`config.mk`:
```
export PLATFORM = sky130hd
export DESIGN_NAME = gol_speed_ctrl
export DESIGN_NICKNAME = d
export VERILOG_FILES = /design/src/rtl/gol_pkg.sv /design/src/rtl/gol_debounce.sv /design/src/rtl/gol_speed_ctrl.sv
export SDC_FILE = /design/constraint.sdc
export NUM_CORES = 1
export LEC_CHECK = 0
export CORE_MARGIN = 2
export CORE_UTILIZATION = 53
export CTS_CLUSTER_DIAMETER = 50
export DETAILED_ROUTE_END_ITERATION = 7
export PLACE_DENSITY = 0.82
export SKIP_LAST_GASP = 1
export SLEW_MARGIN = 20
export SYNTH_ARGS = -nofsm -noshare
export SYNTH_HDL_FRONTEND = slang
export SYNTH_SLANG_ARGS = --single-unit
```
`constraint.sdc`:
```
create_clock -name clk -period 2.55 [get_ports clk]
set_input_delay 0.51 -clock clk [delete_from_list [all_inputs] [get_ports clk]]
set_output_delay 0.51 -clock clk [all_outputs]
set_load 0.03 [all_outputs]
```
`src/rtl/gol_pkg.sv`:
```
// Shared constants, speed divisor table and press-FSM encoding for the GoL generation pacer.
package gol_pkg;

  localparam int NUM_SPEEDS = 8;
  localparam int SPEED_W    = 3;
  localparam int FPG_W      = 5;

  typedef enum logic [1:0] {
    ST_IDLE,
    ST_HELD,
    ST_LONG
  } press_state_t;

  // Frames per generation for each speed index (fastest first).
  function automatic logic [FPG_W-1:0] speed_div(input logic [SPEED_W-1:0] idx);
    logic [FPG_W-1:0] div;
    case (idx)
      3'd0:    div = 5'd1;
      3'd1:    div = 5'd2;
      3'd2:    div = 5'd3;
      3'd3:    div = 5'd4;
      3'd4:    div = 5'd6;
      3'd5:    div = 5'd8;
      3'd6:    div = 5'd15;
      default: div = 5'd30;
    endcase
    return div;
  endfunction

endpackage

```
`src/rtl/gol_debounce.sv`:
```
// Button conditioner: 2-FF synchroniser, polarity normalisation, stability counter
// and one-cycle press/release pulses on the debounced level.
module gol_debounce #(
  parameter int DEBOUNCE_CYCLES = 1485000,
  parameter bit BTN_ACTIVE_HIGH = 1'b1
) (
  input  logic clk,
  input  logic rst,
  input  logic btn_raw,
  output logic press_ev,
  output logic release_ev
);

  localparam int   CNT_W    = $clog2(DEBOUNCE_CYCLES + 1);
  localparam logic IDLE_RAW = BTN_ACTIVE_HIGH ? 1'b0 : 1'b1;

  logic             sync_q1;
  logic             sync_q2;
  logic             pressed;
  logic             level;
  logic [CNT_W-1:0] stable_cnt;

  // NOTE: sequential state uses non-blocking assignments so every flop samples
  // pre-edge values; blocking here would collapse the synchroniser to one stage.
  always_ff @(posedge clk or posedge rst) begin
    if (rst) begin
      sync_q1 <= IDLE_RAW;
      sync_q2 <= IDLE_RAW;
    end else begin
      sync_q1 <= btn_raw;
      sync_q2 <= sync_q1;
    end
  end

  assign pressed = BTN_ACTIVE_HIGH ? sync_q2 : ~sync_q2;

  // The level only moves after DEBOUNCE_CYCLES consecutive disagreeing samples.
  always_ff @(posedge clk or posedge rst) begin
    if (rst) begin
      level      <= 1'b0;
      stable_cnt <= '0;
      press_ev   <= 1'b0;
      release_ev <= 1'b0;
    end else begin
      press_ev   <= 1'b0;
      release_ev <= 1'b0;
      if (pressed != level) begin
        if (stable_cnt == CNT_W'(DEBOUNCE_CYCLES - 1)) begin
          level      <= pressed;
          stable_cnt <= '0;
          press_ev   <= pressed;
          release_ev <= ~pressed;
        end else begin
          stable_cnt <= stable_cnt + CNT_W'(1);
        end
      end else begin
        stable_cnt <= '0;
      end
    end
  end

endmodule

```
`src/rtl/gol_speed_ctrl.sv`:
```
// Generation pacer: divides video_sof by the selected speed and lets one button
// cycle the speed (short press), toggle pause (long press) or single-step while paused.
module gol_speed_ctrl
  import gol_pkg::*;
#(
  parameter int DEBOUNCE_CYCLES = 1485000,
  parameter int LONG_FRAMES     = 45,
  parameter int DEFAULT_SPEED   = 0,
  parameter bit BTN_ACTIVE_HIGH = 1'b1
) (
  input  logic               clk,
  input  logic               rst,
  input  logic               video_sof,
  input  logic               btn_raw,
  output logic               gen_sof,
  output logic [SPEED_W-1:0] speed_idx,
  output logic [FPG_W-1:0]   frames_per_gen,
  output logic               paused
);

  localparam int                HOLD_W    = $clog2(LONG_FRAMES + 1);
  localparam logic [HOLD_W-1:0] HOLD_MAX  = HOLD_W'(LONG_FRAMES);
  localparam logic [HOLD_W-1:0] HOLD_LAST = HOLD_W'(LONG_FRAMES - 1);

  logic              press_ev;
  logic              release_ev;
  logic              short_ev;
  logic              long_ev;
  press_state_t      state_q;
  press_state_t      state_d;
  logic [HOLD_W-1:0] hold_frames;
  logic              step_pending;
  logic [FPG_W-1:0]  frame_cnt;

  gol_debounce #(
    .DEBOUNCE_CYCLES (DEBOUNCE_CYCLES),
    .BTN_ACTIVE_HIGH (BTN_ACTIVE_HIGH)
  ) u_debounce (
    .clk        (clk),
    .rst        (rst),
    .btn_raw    (btn_raw),
    .press_ev   (press_ev),
    .release_ev (release_ev)
  );

  always_ff @(posedge clk or posedge rst) begin
    if (rst) begin
      state_q     <= ST_IDLE;
      hold_frames <= '0;
    end else begin
      state_q <= state_d;
      if (state_q == ST_IDLE && press_ev) begin
        hold_frames <= '0;
      end else if (state_q == ST_HELD && video_sof && hold_frames < HOLD_MAX) begin
        hold_frames <= hold_frames + HOLD_W'(1);
      end
    end
  end

  // NOTE: every output of this block gets a default before the case so no path
  // leaves a value unassigned, which would otherwise infer a latch.
  always_comb begin
    state_d  = state_q;
    short_ev = 1'b0;
    long_ev  = 1'b0;
    case (state_q)
      ST_IDLE: if (press_ev) state_d = ST_HELD;
      ST_HELD: begin
        if (release_ev) begin
          short_ev = 1'b1;
          state_d  = ST_IDLE;
        end else if (video_sof && hold_frames == HOLD_LAST) begin
          long_ev = 1'b1;
          state_d = ST_LONG;
        end
      end
      ST_LONG: if (release_ev) state_d = ST_IDLE;
      default: state_d = ST_IDLE;
    endcase
  end

  assign frames_per_gen = speed_div(speed_idx);

  // Button events are applied after the divider so their counter reset wins,
  // while the fire decision still sees the pre-event speed and pause state.
  always_ff @(posedge clk or posedge rst) begin
    if (rst) begin
      gen_sof      <= 1'b0;
      speed_idx    <= SPEED_W'(DEFAULT_SPEED);
      paused       <= 1'b0;
      step_pending <= 1'b0;
      frame_cnt    <= '0;
    end else begin
      gen_sof <= 1'b0;
      if (video_sof) begin
        if (paused) begin
          if (step_pending) begin
            gen_sof      <= 1'b1;
            step_pending <= 1'b0;
          end
        end else if (frame_cnt >= frames_per_gen - FPG_W'(1)) begin
          gen_sof   <= 1'b1;
          frame_cnt <= '0;
        end else begin
          frame_cnt <= frame_cnt + FPG_W'(1);
        end
      end
      if (short_ev) begin
        if (paused) begin
          step_pending <= 1'b1;
        end else begin
          speed_idx <= (speed_idx == SPEED_W'(NUM_SPEEDS - 1)) ? '0 : speed_idx + SPEED_W'(1);
          frame_cnt <= '0;
        end
      end
      if (long_ev) begin
        paused       <= ~paused;
        step_pending <= 1'b0;
        frame_cnt    <= '0;
      end
    end
  end

endmodule

```
==> qor_table.md <==
| Stage | Item | This run |
|---|---|---|
| final layout | Final design utilization | 0.668 |
| timing | Final hold violation count | 0 |
| detailed routing | Count of antenna-violating nets left after detailed routing | 0 |
| cts | Clock tree root buffer cell | sky130_fd_sc_hd__clkbuf_8 |
| worst setup path | Req. time, crit path | 2.77 ns |
| placement | Instance area at placement | 2810 µm² |
| floorplanning | I/O pin total | 14 |
| timing | Worst Tran Pin Value | 0.764 ns |
| logic synthesis | Largest family of logic cells by synthesized area | simple AND/OR/NAND/NOR gates |
| grt | Via count of the first global-routing pass | 1896 |
| floorplanning | Initial standard-cell utilization of the core | 0.560 |
| floorplanning | Overall die width | 72.5 µm |
| placement | Sum of net half-perimeters after detailed placement | 3520 µm |
| timing | Clock Skews | 0.00476 ns |
| power and ir drop | Peak supply drop | 0.000425 V |
| worst setup path | Sort of element at the start of the critical path | register |
| grt | Largest net degree at the start of global routing | 27 |
| cts | Clock tree from TritonCTS | built |
| timing | Unrepaired setup endpoints after global routing | true |
| power and ir drop | Power per cell area | 561 nW/µm² |
| worst setup path | Kind of end point of the critical path | register |
| detailed routing | Total vias in the final route | 1952 |
| floorplanning | Rows | 24 |
| placement | Weighted congestion at the end of routability-driven global placement | 0.883 |
| final layout | Fill cell total of the finished layout | 362 |
| detailed routing | Vias per cell | 5.86 |
| grt | Total global routing track utilization | 0.192 |
| grt | Global-route wire length before repair | 8100 µm |
| logic synthesis | Share of synthesized flip-flops with an asynchronous set or reset | 1.00 |
| worst setup path | Worst endpoint data arrival time | 2.70 ns |
| final layout | Design Area, Final | 2970 µm² |
| logic synthesis | Mapped Avg Cell Area | 9.75 µm² |
| cts | Later-pin clock latency in the skew report | 0.29 ns |
| logic synthesis | Complex-gate fraction of the synthesized area | 0.138 |
| cts | CTS sink cnt | 45 |
| power and ir drop | Leakage power | 1.24 nW |
| worst setup path | Critical-path maximum fanout | 5 |
| hold path | Class of the tightest hold or removal check | reg -> reg |
| timing | Number of endpoints failing setup at the final stage | 0 |
| final layout | # diodes | 0 |
| logic synthesis | Top FF cell, synth | sky130_fd_sc_hd__dfrtp_1 |
| final layout | Share of layout cells above drive strength 1 | 0.157 |
| grt | Initial antenna violation count | 0 |
| floorplanning | Placeable Area | 4440 µm² |
| final layout | Area occupied by multi-input gates | 1430 µm² |
| logic synthesis | Simple-gate portion of the synthesized area | 0.245 |
| timing | Count of pins over their slew limit | 0 |
| detailed routing | Final routed wirelength across all metal layers | 4740 µm |
| placement | Count of buffers from port buffering | 13 |
| timing | Final critical delay including setup and external delays | 2.48 ns |
| final layout | Commonest non-fill, non-tap cell in the layout | sky130_fd_sc_hd__dfrtp_1 |
| detailed routing | Wirelength per Cell | 14.2 µm |
| detailed routing | Number of design-rule violations left by the first detailed-router iteration | 125 |
| timing | Final worst-path cycle share | 0.971 |
| logic synthesis | Synth Cell Area | 2490 µm² |
| detailed routing | Number of detailed-route iterations in the first pass | 4 |
| logic synthesis | Adder-cell share of the synthesized area | 0.0755 |
| run status | Outcome | complete, no violations |
| logic synthesis | YS warnings | 0 |
| floorplanning | Die footprint | 5260 µm² |
| run | Max cap viols | 0 |
| timing | Slew Limit Headroom | 0.490 |
| logic synthesis | Xor/xnor share of the synthesized area | 0.0493 |
| final layout | Final #Nets | 299 |
| logic synthesis | Portion of netlist area occupied by mux cells | 0.0126 |
| final layout | Area added between synthesis and finish | 19.3% |
| logic synthesis | Gate count of the mapped netlist | 255 |
| logic synthesis | Netlist cell types | 46 |
| grt | Residual overflow from global routing | 0 |
| logic synthesis | Post-Syn Nets | 274 |
| cts | Number of hold buffers added after CTS | 0 |
| detailed routing | DRC violations left | 0 |
| floorplanning | Chip Height | 72.5 µm |
| logic synthesis | EDFF count, synth | 0 |
| timing | Achievable clock frequency | 404 MHz |
| final layout | Reg area | 1130 µm² |
| logic synthesis | Number of storage elements in the synthesis netlist | 45 |
| cts | H-tree Lvls | 2 |
| cts | Clock edge transition at the registers on the reported setup and hold paths | 0.08 ns |
| cts | Maximum number of buffers from clock root to sink | 2 |
| worst setup path | WS Path Type | reg -> reg |
| cts | Number of buffers created by CTS | 5 |
| logic synthesis | Register area share after synthesis | 0.453 |
| final layout | Most frequent cells in the layout | sky130_fd_sc_hd__dfrtp_1 (42), sky130_fd_sc_hd__nor2_1 (21), sky130_fd_sc_hd__nand2_1 (21), sky130_fd_sc_hd__o21ai_0 (13), sky130_fd_sc_hd__a21oi_1 (13) |
cell type report:
| type | count | share of cell area |
|---|---|---|
| clock buffer | 7 | 0.0325 |
| sequential | 45 | 0.381 |
| tap | 52 | 0.0219 |
| clock inverter | 1 | 0.00169 |
| timing repair buffer | 22 | 0.0650 |
| inverter | 13 | 0.0164 |
| multi-input combinational | 193 | 0.482 |
cells in the mapped netlist, drive strengths merged, types with 3 or more instances:
cell type	n	area share
or4	5	0.017
inv	13	0.020
and3	3	0.0075
a2111oi	3	0.011
nor2	22	0.033
ha	15	0.075
nor3	4	0.0080
xnor2	7	0.025
nand2b	4	0.010
xor2	7	0.025
o21a	3	0.0091
or3	7	0.018
o31ai	4	0.012
a21oi	15	0.032
nor2b	5	0.013
nand2	22	0.033
nand4	5	0.015
dfrtp	45	0.45
o211ai	3	0.0091
nor3b	7	0.021
o21ai	15	0.030
nand3	9	0.020
nor4	4	0.010
and2	5	0.013
worst max-delay path: stages (launching register included):
cell	delay (ns)
sky130_fd_sc_hd__dfrtp_2	0.44
sky130_fd_sc_hd__inv_2	0.08
sky130_fd_sc_hd__ha_4	0.18
sky130_fd_sc_hd__nand3b_1	0.19
sky130_fd_sc_hd__a21o_4	0.24
sky130_fd_sc_hd__inv_2	0.06
sky130_fd_sc_hd__ha_4	0.11
sky130_fd_sc_hd__nand2_2	0.04
sky130_fd_sc_hd__o21ba_4	0.20
sky130_fd_sc_hd__ha_4	0.15
sky130_fd_sc_hd__a211oi_2	0.13
sky130_fd_sc_hd__o21a_1	0.18
sky130_fd_sc_hd__buf_4	0.12
sky130_fd_sc_hd__o211ai_1	0.10
sky130_fd_sc_hd__a21oi_1	0.18
metrics by stage:
stage	TNS, ns	power [mW]	setup slack [ns]	hold slack [ns]	instances
2_1_floorplan	-0.0748	1.10	-0.0374	0.331	255
3_3_place_gp	0	1.18	0.129	0.337	323
3_5_place_dp	-0.0949	1.20	-0.0713	0.346	323
4_1_cts	-0.0181	1.68	-0.0181	0.364	333
5_1_grt	-0.433	1.76	-0.105	0.367	333
6_report	0	1.67	0.0744	0.362	333
metal layers:
layer | share of wire | up-vias | track usage
li1 | - | 972 | -
met1 | 0.47 | 941 | 0.255
met2 | 0.48 | 35 | 0.319
met3 | 0.036 | 4 | 0.0431
met4 | 0.0074 | 0 | 0.0514
met5 | 0 | - | 0
worst paths after layout:
check | startpoint | slack (ns) | end | cells past startpoint
worst max register to register | speed_idx[0] | 0.07 | frame_cnt[1] | 14
min in group asynchronous | rst | 0.57 | speed_idx[0] | 2
worst min register to register | u_debounce.sync_q1 | 0.36 | u_debounce.pressed | 0
worst max-delay path | speed_idx[0] | 0.07 | frame_cnt[1] | 14
worst min-delay path | u_debounce.sync_q1 | 0.36 | u_debounce.pressed | 0
max in group asynchronous | rst | 1.42 | hold_frames[1] | 3
timing repair:
item / in CTS / in global routing
cloned: 0 / 0
pin swaps: 0 / 3
setup buffers: 2 / 0
resized for setup: 7 / 5
setup endpoints to repair: 6 / 6
registers in the layout, indices dropped and copies added, names as in the netlist:
name                   count
frame_cnt                  5
gen_sof                    1
hold_frames                6
paused                     1
speed_idx                  3
state_q                    2
step_pending               1
u_debounce.level           1
u_debounce.press_ev        1
u_debounce.pressed         1
u_debounce.release_ev      1
u_debounce.stable_cnt     21
u_debounce.sync_q1         1
cell families after synthesis:
family / after synthesis
multiplexers: 3
flip-flops: 45
AND/OR/NAND/NOR: 110
buffers and inverters: 17
AO/OA/AOI/OAI: 51
XOR/XNOR: 14
adder cells (fa/ha/maj): 15
where the power goes:
part	switching, mW	internal [mW]	total [mW]
sequential	0.0906	0.786	0.876
combinational	0.175	0.140	0.315
clock	0.229	0.245	0.474
total	0.495	1.17	1.67
Power figures use the tool's default switching activity.
